==> config.mk <==
export PLATFORM = sky130hd
export DESIGN_NAME = pc_update_unit
export DESIGN_NICKNAME = d
export VERILOG_FILES = /design/src/rtl/pc_update_unit.sv
export SDC_FILE = /design/constraint.sdc
export NUM_CORES = 1
export LEC_CHECK = 0
export ABC_AREA = 1
export CORE_MARGIN = 4
export CORE_UTILIZATION = 50
export CTS_BUF_LIST = sky130_fd_sc_hd__clkbuf_16
export DETAILED_ROUTE_END_ITERATION = 7
export DONT_BUFFER_PORTS = 1
export HOLD_SLACK_MARGIN = 0.05
export REMOVE_ABC_BUFFERS = 1
export SYNTH_ARGS = -nofsm -noshare
export SYNTH_HDL_FRONTEND = slang
export SYNTH_SLANG_ARGS = --single-unit
==> constraint.sdc <==
create_clock -name CLK -period 5.7 [get_ports CLK]
set_input_delay 1.425 -clock CLK [delete_from_list [all_inputs] [get_ports CLK]]
set_output_delay 1.425 -clock CLK [all_outputs]
set_load 0.02 [all_outputs]
==> src/rtl/pc_update_unit.sv <==
// pc_update_unit: program counter sequencing with stall and held redirect
module pc_update_unit (
  input  logic        CLK,
  input  logic        RESET,
  input  logic        BUSYWAIT,
  input  logic        JUMP,
  input  logic        BRANCH,
  input  logic        BRANCH_NE,
  input  logic        ZERO,
  input  logic [7:0]  OFFSET,
  output logic [31:0] PC,
  output logic [31:0] PC_PLUS4,
  output logic [31:0] INSTR_COUNT,
  output logic        REDIRECT_PENDING
);
  typedef enum logic [1:0] {RUN, STALL, STALL_REDIR} state_t;
  state_t      state_q;
  logic [31:0] pc_q, cnt_q, tgt_q;
  logic        pend_q;
  logic        take;
  logic [31:0] target;
  assign take     = JUMP | (BRANCH & ZERO) | (BRANCH_NE & ~ZERO);
  assign PC_PLUS4 = pc_q + 32'd4;
  assign target   = PC_PLUS4 + {{22{OFFSET[7]}}, OFFSET, 2'b00};
  // advance when not stalled, otherwise hold and remember the first taken redirect
  always_ff @(posedge CLK) begin
    if (RESET) begin
      state_q <= RUN;
      pc_q    <= '0;
      cnt_q   <= '0;
      tgt_q   <= '0;
      pend_q  <= 1'b0;
    end else if (!BUSYWAIT) begin
      pc_q    <= (state_q == STALL_REDIR) ? tgt_q : (take ? target : PC_PLUS4);
      cnt_q   <= cnt_q + 32'd1;
      state_q <= RUN;
      pend_q  <= 1'b0;
    end else if (state_q != STALL_REDIR) begin
      state_q <= take ? STALL_REDIR : STALL;
      pend_q  <= take;
      if (take) tgt_q <= target;
    end
  end
  assign PC               = pc_q;
  assign INSTR_COUNT      = cnt_q;
  assign REDIRECT_PENDING = pend_q;
endmodule
==> results of run 1 <==
-- cells in the final DEF, fill, tap and decap left out, types with 2 or more instances in the layout --
cell type  instances
o211ai_1          10
inv_1            197
a31oi_1            5
o21a_1             9
buf_4              6
a21oi_1           77
nor2_1           118
nand3b_1           7
nand3_1           63
nor2_2             7
a221oi_1           2
xnor2_1           11
nand4_1           20
clkinv_4           2
ha_1              38
o21ai_0           65
a21o_1             2
nand2_1          354
xor2_1            37
and2_1             3
nand2_4            2
o21ai_1            4
dfxtp_1           98
or2_1              2
nand2_2            8
nor2_4             5
a41oi_1            2
nor3_1            18
o21bai_1           9
nor4_1             6
nor3_2             7
clkbuf_16          9
inv_2             12
inv_6              2
-- per-layer routing --
layer  up-vias  wire (um)
met5         -          0
met4         0        429
met3        23       2083
met2       263      10610
met1      3547      11670
li1       3912          -
-- report_power, final --
| part | total [uW] | internal (uW) | switching [uW] |
|---|---|---|---|
| clock | 624 | 308 | 316 |
| sequential | 818 | 733 | 85.3 |
| combinational | 582 | 178 | 405 |
| total | 2020 | 1220 | 806 |
-- sequential cells by signal, summed over array words and instances, names as in the netlist --
register and cells:
PC 32, tgt_q 32, state_q 2, INSTR_COUNT 32
-- cell families after synthesis --
kind of cell    synth area share, %
simple gates                  35.92
buf+inv                       12.46
compound gates                13.87
flops                         25.74
xor+xnor                      5.515
fa+ha+maj                     6.500
-- critical path: stages (launching register included) --
cell and delay, ns:
dfxtp_1 0.57, ha_1 0.26, nand2_1 0.07, nor2_2 0.19
nand2_1 0.12, nor2_1 0.15, nand3b_1 0.14, nor2_1 0.22
nand2_1 0.08, nand2_1 0.07, and2_1 0.28
-- path summary, 6_finish.rpt --
| check | from | endpoint | slack (ns) |
|---|---|---|---|
| setup / recovery | PC[2] | PC_PLUS4[26] | 1.75 |
| setup reg to reg | PC[2] | tgt_q[26] | 1.92 |
| hold reg to reg | tgt_q[3] | tgt_q[3] | 0.46 |
| hold / removal | tgt_q[3] | tgt_q[3] | 0.46 |
-- through the flow --
step	setup WS (ns)	util (%)	hold slack, ns	cell area [um^2]	std cells
2_1_floorplan	2.345	-	0.4349	7457	1209
3_5_place_dp	2.012	52.44	0.4486	7737	1399
4_1_cts	1.746	54.44	0.4610	8033	1415
5_1_grt	1.644	54.44	0.4932	8033	1415
6_report	1.755	54.44	0.4613	8033	1415
3_3_place_gp	2.001	52.44	0.4477	7737	1399
-- final cells by class --
| type | instances | share of cell area [%] |
|---|---|---|
| well taps | 184 | 2.866 |
| repair buffers | 6 | 0.5607 |
| clock inverters | 7 | 0.8723 |
| clock buffers | 9 | 2.804 |
| flip-flops and latches | 98 | 24.42 |
| inverters | 209 | 9.766 |
| multi-input cells | 902 | 58.71 |
==> flow_summary.ini, run 1 <==
[synthesis]
synth.top_cells.by_area = dfxtp_1 (26%), nand2_1 (17%), inv_1 (9.7%)
ys.flop_type = dfxtp_1
syn_area_um2 = 7622
synth_top_area_cell = dfxtp_1
synth.avg_cell_area_um2 = 6.142
synthesis.instances = 1241
synth.distinct_cells = 46
synth-async-reset-ratio_pct = 0
yosysTopAreaCellShare_pct = 25.74
ys_top_cells_by_count = nand2_1 (354), inv_1 (197), nor2_1 (120), dfxtp_1 (98), a21oi_1 (77)
yosysSeqAreaShare_pct = 25.74
synth_edf_count = 0
yosys_warnings = 0
yosysMostFrequentCell = nand2_1
ys_ff_latch = 98

[cells_and_area]
multi_input_area_um2 = 4716
drive_above_1_share_pct = 5.686
syn_to_final_growth_pct = 5.384
n_fill_cell = 1569
regArea_um2 = 1962
antenna_cells = 0
nNetsFinal = 1280

[sta]
tightest_slew_ns = 0.9465
hold_viol_final = 0
rsz0062_at_grt = false
fin_crit_ns = 3.945
finClkSkew_ns = 0.01087
setup_viol = 0
setup_tns_ns = 0
max_freq_ghz = 0.2535
finalMaxSlewViolations = 0
slew_headroom_pct = 36.83
period_share_pct = 69.21

[placement]
io_buffer_count = 0
hpwlAfterDp_um = 19080
gp_congestion = 1.034

[detailed_routing]
vias = 7745
first_pass_iters = 5
drc = 0
drt-vias-per-instance = 5.473
drt_iter0_markers = 679
drt-wirelength-per-cell_um = 17.52
wl_um = 24790
drtAntennaViolNets = 0

[min_path]
holdPathStages = 2
worstHoldPathType = reg2reg

[cts]
clockBufferDepth = 2
cts_hold_buf = 0
cts.sinks = 98
cts_root_buf = clkbuf_16
path_clk_slew_ns = 0.08
htree_levels = 3
clock_latency_ns = 0.36
cts_resized = 0
tritoncts = yes
post-cts-setup-buffer-count = 0
cts-buffers-inserted = 9

[global_routing]
grt_use_met1_pct = 40.56
grt_pass1_wl_um = 38940
grtUsageMet3_pct = 5.887
track_usage_pct = 28.20
antenna_found_initial = 0
overflow = 0
grt_use_met2_pct = 43.21
grt_start_max_net_pins = 41
busiest_layer = met2
grt_pass1_vias = 6937

[floorplan]
core.rowCount = 44
design.die.area_um2 = 17280
die_h_um = 131.5
dieWidth_um = 131.5
start_util_pct = 51.66
io_pins = 112
core_um2 = 14750

[worst_setup_path]
path_class = reg2out
reg2regPathDepth = 17
cp-end-kind = output pin
crit_arrival_ns = 2.52
worst_setup_path_start_kind = flip-flop
worstPathRequired_ns = 4.28
crit_fanout = 6

[power_and_ir_drop]
p_per_area_nw_per_um2 = 252.1
power_uw = 2025
leakagePower_uw = 0.003902
peakVddDrop_mv = 0.1831

[flow_run]
maxCapViolCount = 0

[status]
status = completed
No activity file was read; power rests on OpenSTA's default activity.
==> inputs of run 2 (changes only) <==
==> constraint.sdc (replaced) <==
create_clock -name CLK -period 3.74 [get_ports CLK]
set_input_delay 0.935 -clock CLK [delete_from_list [all_inputs] [get_ports CLK]]
set_output_delay 0.935 -clock CLK [all_outputs]
set_load 0.02 [all_outputs]
==> run 2 against run 1 <==
  * Critical path depth is 11 higher
  * Largest power group unchanged
  * Non-clock buffer count is 45 higher
  * Register-to-register slack worse by 1.6 ns
  * Via count is 2.3% higher
  * Clock skew is 0.0016 ns lower
  * Cell area is 4.0% higher
==> flow_summary.ini, run 2 (synthesis results as in run 1) <==
[floorplan]
design.die.area_um2 = 17280
dieWidth_um = 131.5
core.rowCount = 44
start_util_pct = 51.66
die_h_um = 131.5
io_pins = 112
core_um2 = 14750

[worst_setup_path]
critPathLaunch = PC[6]
reg2regPathDepth = 21
regToRegStartpoint = PC[6]
crit_arrival_ns = 3.68
worstPathRequired_ns = 3.98
ff2ff_setup_slack_ns = 0.30
rr_endpoint = PC[18]
path_class = reg2reg
worst_setup_path_start_kind = flip-flop
crit_path_end = PC[18]
crit_fanout = 3
cp-end-kind = flip-flop

[detailed_routing]
first_pass_iters = 5
vias = 7922
wl_um = 25510
drc = 0
drt-wirelength-per-cell_um = 17.48
drt_iter0_markers = 648
drtAntennaViolNets = 0
drt-vias-per-instance = 5.430

[cts]
cts_resized = 0
cts_hold_buf = 0
cts-buffers-inserted = 9
tritoncts = yes
cts.sinks = 98
post-cts-setup-buffer-count = 0
clockBufferDepth = 2
clock_latency_ns = 0.35
path_clk_slew_ns = 0.07
cts_root_buf = clkbuf_16
htree_levels = 3

[status]
status = completed

[sta]
hold_viol_final = 0
setup_viol = 0
period_share_pct = 91.99
slew_headroom_pct = 39.21
finalMaxSlewViolations = 0
rsz0062_at_grt = false
fin_crit_ns = 3.440
worst_slack_ns = 0.2997
tightest_slew_ns = 0.9108
finClkSkew_ns = 0.009276
max_freq_ghz = 0.2907
setup_tns_ns = 0

[power_and_ir_drop]
power_uw = 3126
leakagePower_uw = 0.004121
peakVddDrop_mv = 0.2213
p_per_area_nw_per_um2 = 374.3

[placement]
hpwlAfterDp_um = 19910
io_buffer_count = 0
gp_congestion = 0.9679
dp_cells = 1444
pre_cts_ws_ns = 0.4415

[cells_and_area]
final_cell_mix = nand2_1 (354), inv_1 (197), nor2_1 (118)
syn_to_final_growth_pct = 9.570
antenna_cells = 0
drive_above_1_share_pct = 8.941
final_common_cell = nand2_1
nNetsFinal = 1325
n_fill_cell = 1553
fin_cells = 1459

[global_routing]
overflow = 0
track_usage_pct = 28.71
grt_start_max_net_pins = 41
antenna_found_initial = 0
grt_pass1_vias = 7102
grt_pass1_wl_um = 39900

[flow_run]
maxCapViolCount = 0

[min_path]
worstHoldPathType = reg2reg
-- run 2: area by class of cell --
type	count	area, um^2	share of cell area (%)
Clock buffer	9	225.2	2.697
Clock inverter	6	51.30	0.6142
Tap cell	184	230.2	2.757
Multi-Input combinational cell	902	4716	56.46
Timing Repair Buffer	51	382.9	4.584
Sequential cell	98	1962	23.49
Inverter	209	784.5	9.393
-- run 2: per-layer routing --
metal | routed length [um] | up-vias | track usage (%)
li1 | - | 3991 | -
met1 | 12190 | 3651 | 41.43
met2 | 11020 | 255 | 43.95
met3 | 1922 | 25 | 5.696
met4 | 376 | 0 | 7.293
met5 | 0 | - | 0
-- run 2: through the flow --
step	cell area, um^2	hold slack (ns)	utilization, %
6_report	8352	0.4596	56.61
5_1_grt	8352	0.4727	56.61
4_1_cts	8352	0.4604	56.61
3_5_place_dp	8075	0.4483	54.73
3_3_place_gp	8075	0.4438	54.73
2_1_floorplan	7457	0.4349	-
-- run 2: worst max-delay path: stages (launching register included) --
cell and delay [ns]:
dfxtp_1 0.34, buf_4 0.17, nand2_1 0.09, nor3_1 0.24, nand2_1 0.21, inv_1 0.11, nand4_1 0.12, inv_1 0.12
nand2_1 0.07, nand2_1 0.06, inv_1 0.16, ha_1 0.37, nand2_1 0.14, inv_1 0.11, nand2_1 0.08, o21ai_0 0.34
inv_1 0.12, nand2_1 0.08, nand2_1 0.05, nand2_1 0.09, nor2_1 0.05, o21a_1 0.18
-- run 2: worst min path at each step --
| stage | cells past startpoint | to | startpoint |
|---|---|---|---|
| after floorplan | 2 | tgt_q[2] | tgt_q[2] |
| after CTS | 2 | tgt_q[3] | tgt_q[3] |
| final | 2 | tgt_q[3] | tgt_q[3] |
| after global placement | 2 | tgt_q[2] | tgt_q[2] |
| after detailed placement | 2 | tgt_q[3] | tgt_q[3] |
| after global routing | 2 | tgt_q[3] | tgt_q[3] |
-- run 2: power breakdown --
group	internal (uW)	switching (uW)
sequential	1120	72.3
combinational	333	695
clock	457	453
==> inputs of run 3 (changes only) <==
--- a/config.mk
+++ b/config.mk
@@ -12,7 +12,6 @@
 export DETAILED_ROUTE_END_ITERATION = 7
 export DONT_BUFFER_PORTS = 1
 export HOLD_SLACK_MARGIN = 0.05
-export REMOVE_ABC_BUFFERS = 1
 export SYNTH_ARGS = -nofsm -noshare
 export SYNTH_HDL_FRONTEND = slang
 export SYNTH_SLANG_ARGS = --single-unit
==> run 3 against run 2 <==
  * Largest cell class unchanged
  * Critical path depth shrank 3
  * Global-route usage increased by 0.10 points
  * Via count fell by 0.63%
  * Clock power is 1% higher
  * Critical path type unchanged
==> flow_summary.ini, run 3 (synthesis results as in run 1) <==
[worst_setup_path]
max_stage_delay_ns = 0.46
crit_chain = inv_2 > nor2_8 > nand4_1 > inv_1 > nand2_1 > xor2_1 > inv_1 > ha_1 > nand2_1 > nor2_1 > inv_1 > nor2_1 > nand4_1 > nand3_1 > nand2_1 > nand3_1 > nand2_1 > a21oi_1
crit_arrival_ns = 3.72
worst_path_most_repeated_cell = nand2_1
cpMaxStageDelayCell = ha_1
worstPathRequired_ns = 4.01
path_class = reg2reg
critPathLaunch = PC[2]
cp-end-kind = flip-flop
path_buf_inv = 4
regToRegStartpoint = PC[2]
crit_fanout = 8
worst_setup_path_start_kind = flip-flop
crit_family = simple AND/OR/NAND/NOR gates

[floorplan]
design.die.area_um2 = 17280
die_h_um = 131.5
core_um2 = 14750
io_pins = 112
core.rowCount = 44
dieWidth_um = 131.5
start_util_pct = 51.66

[sta]
finalMaxSlewViolations = 0
max_freq_ghz = 0.2894
period_share_pct = 92.40
slew_headroom_pct = 42.98
setup_viol = 0
rsz0062_at_grt = false
tightest_slew_ns = 0.8522
hold_viol_final = 0
setup_tns_ns = 0
finClkSkew_ns = 0.008618
fin_crit_ns = 3.456

[cells_and_area]
post-route-util_pct = 56.61
nNetsFinal = 1322
drive_above_1_share_pct = 8.877
final_common_cell = nand2_1
final_cell_mix = nand2_1 (354), inv_1 (197), nor2_1 (118)
syn_to_final_growth_pct = 9.570
antenna_cells = 0
n_fill_cell = 1539

[detailed_routing]
drt_iter0_markers = 740
drc = 0
vias = 7872
drtAntennaViolNets = 0
first_pass_iters = 5
wl_um = 25770
drt-vias-per-instance = 5.403
drt-wirelength-per-cell_um = 17.69

[min_path]
worstHoldStart = tgt_q[3]
worstHoldPathType = reg2reg

[synthesis]
syn_nets = 1295

[cts]
htree_levels = 3
cts.sinks = 98
cts_hold_buf = 0
clock_latency_ns = 0.35
cts_root_buf = clkbuf_16
cts-buffers-inserted = 9
tritoncts = yes
clockBufferDepth = 2
path_clk_slew_ns = 0.07

[power_and_ir_drop]
peakVddDrop_mv = 0.2511
power_uw = 3147
p_per_area_nw_per_um2 = 376.8
leakagePower_uw = 0.004127

[global_routing]
grt_start_max_net_pins = 41
overflow = 0
grt_pass1_vias = 7096
track_usage_pct = 28.81
grt_pass1_wl_um = 39630
antenna_found_initial = 0

[placement]
gp_congestion = 0.9544
io_buffer_count = 0
hpwlAfterDp_um = 20210

[flow_run]
maxCapViolCount = 0

[status]
status = completed
[run 3: changes by cell type in the layout (fill, tap and decap cells not counted), sizes merged]
cell      change
buf           -3
clkinvlp      -3
inv           +2
clkinv        +2
[run 3: timing repair]
action                     4_1_cts  5_1_grt
setup buffers                    0        0
setup endpoints to repair        0        4
gates resized for setup          0        1
[run 3: report_power, final]
group / switching, uW / internal [uW]
combinational: 703 / 329
sequential: 74.2 / 1120
clock: 458 / 465
total: 1240 / 1910
[run 3: final timing paths]
kind | slack [ns] | end | cells past startpoint
max | 0.28 | PC[22] | 18
min | 0.46 | tgt_q[3] | 2
max reg2reg | 0.28 | PC[22] | 18
min reg2reg | 0.46 | tgt_q[3] | 2
[run 3: layout make-up]
type | count | area (um^2) | share of cell area (%)
Clock buffer | 9 | 225.2 | 2.697
Multi-Input combinational cell | 902 | 4716 | 56.46
Clock inverter | 7 | 60.06 | 0.7191
Inverter | 209 | 784.5 | 9.393
Timing Repair Buffer | 48 | 372.9 | 4.464
Tap cell | 184 | 230.2 | 2.757
Sequential cell | 98 | 1963 | 23.51
[run 3: routing by layer]
metal | wire length (um) | vias to the layer above | global-route usage, %
met5 | 0 | - | 0
met4 | 747 | 0 | 9.510
met3 | 2424 | 44 | 7.645
met2 | 10890 | 309 | 43.70
met1 | 11710 | 3537 | 39.89
li1 | - | 3982 | -
[run 3: through the flow]
step | setup slack, ns | hold WS [ns] | cells | area, um^2
after floorplan | 0.7277 | 0.4401 | 1241 | 7622
after global placement | 0.3859 | 0.4453 | 1441 | 8065
after detailed placement | 0.3655 | 0.4522 | 1441 | 8065
after CTS | 0.3445 | 0.4625 | 1457 | 8351
after global routing | 0.02118 | 0.4844 | 1457 | 8352
final | 0.2842 | 0.4608 | 1457 | 8352
[run 3: tightest hold or removal path, cell delays in order, from the launching register on]
cell	delay (ns)
dfxtp_1	0.31
nand2_1	0.06
a21oi_1	0.05
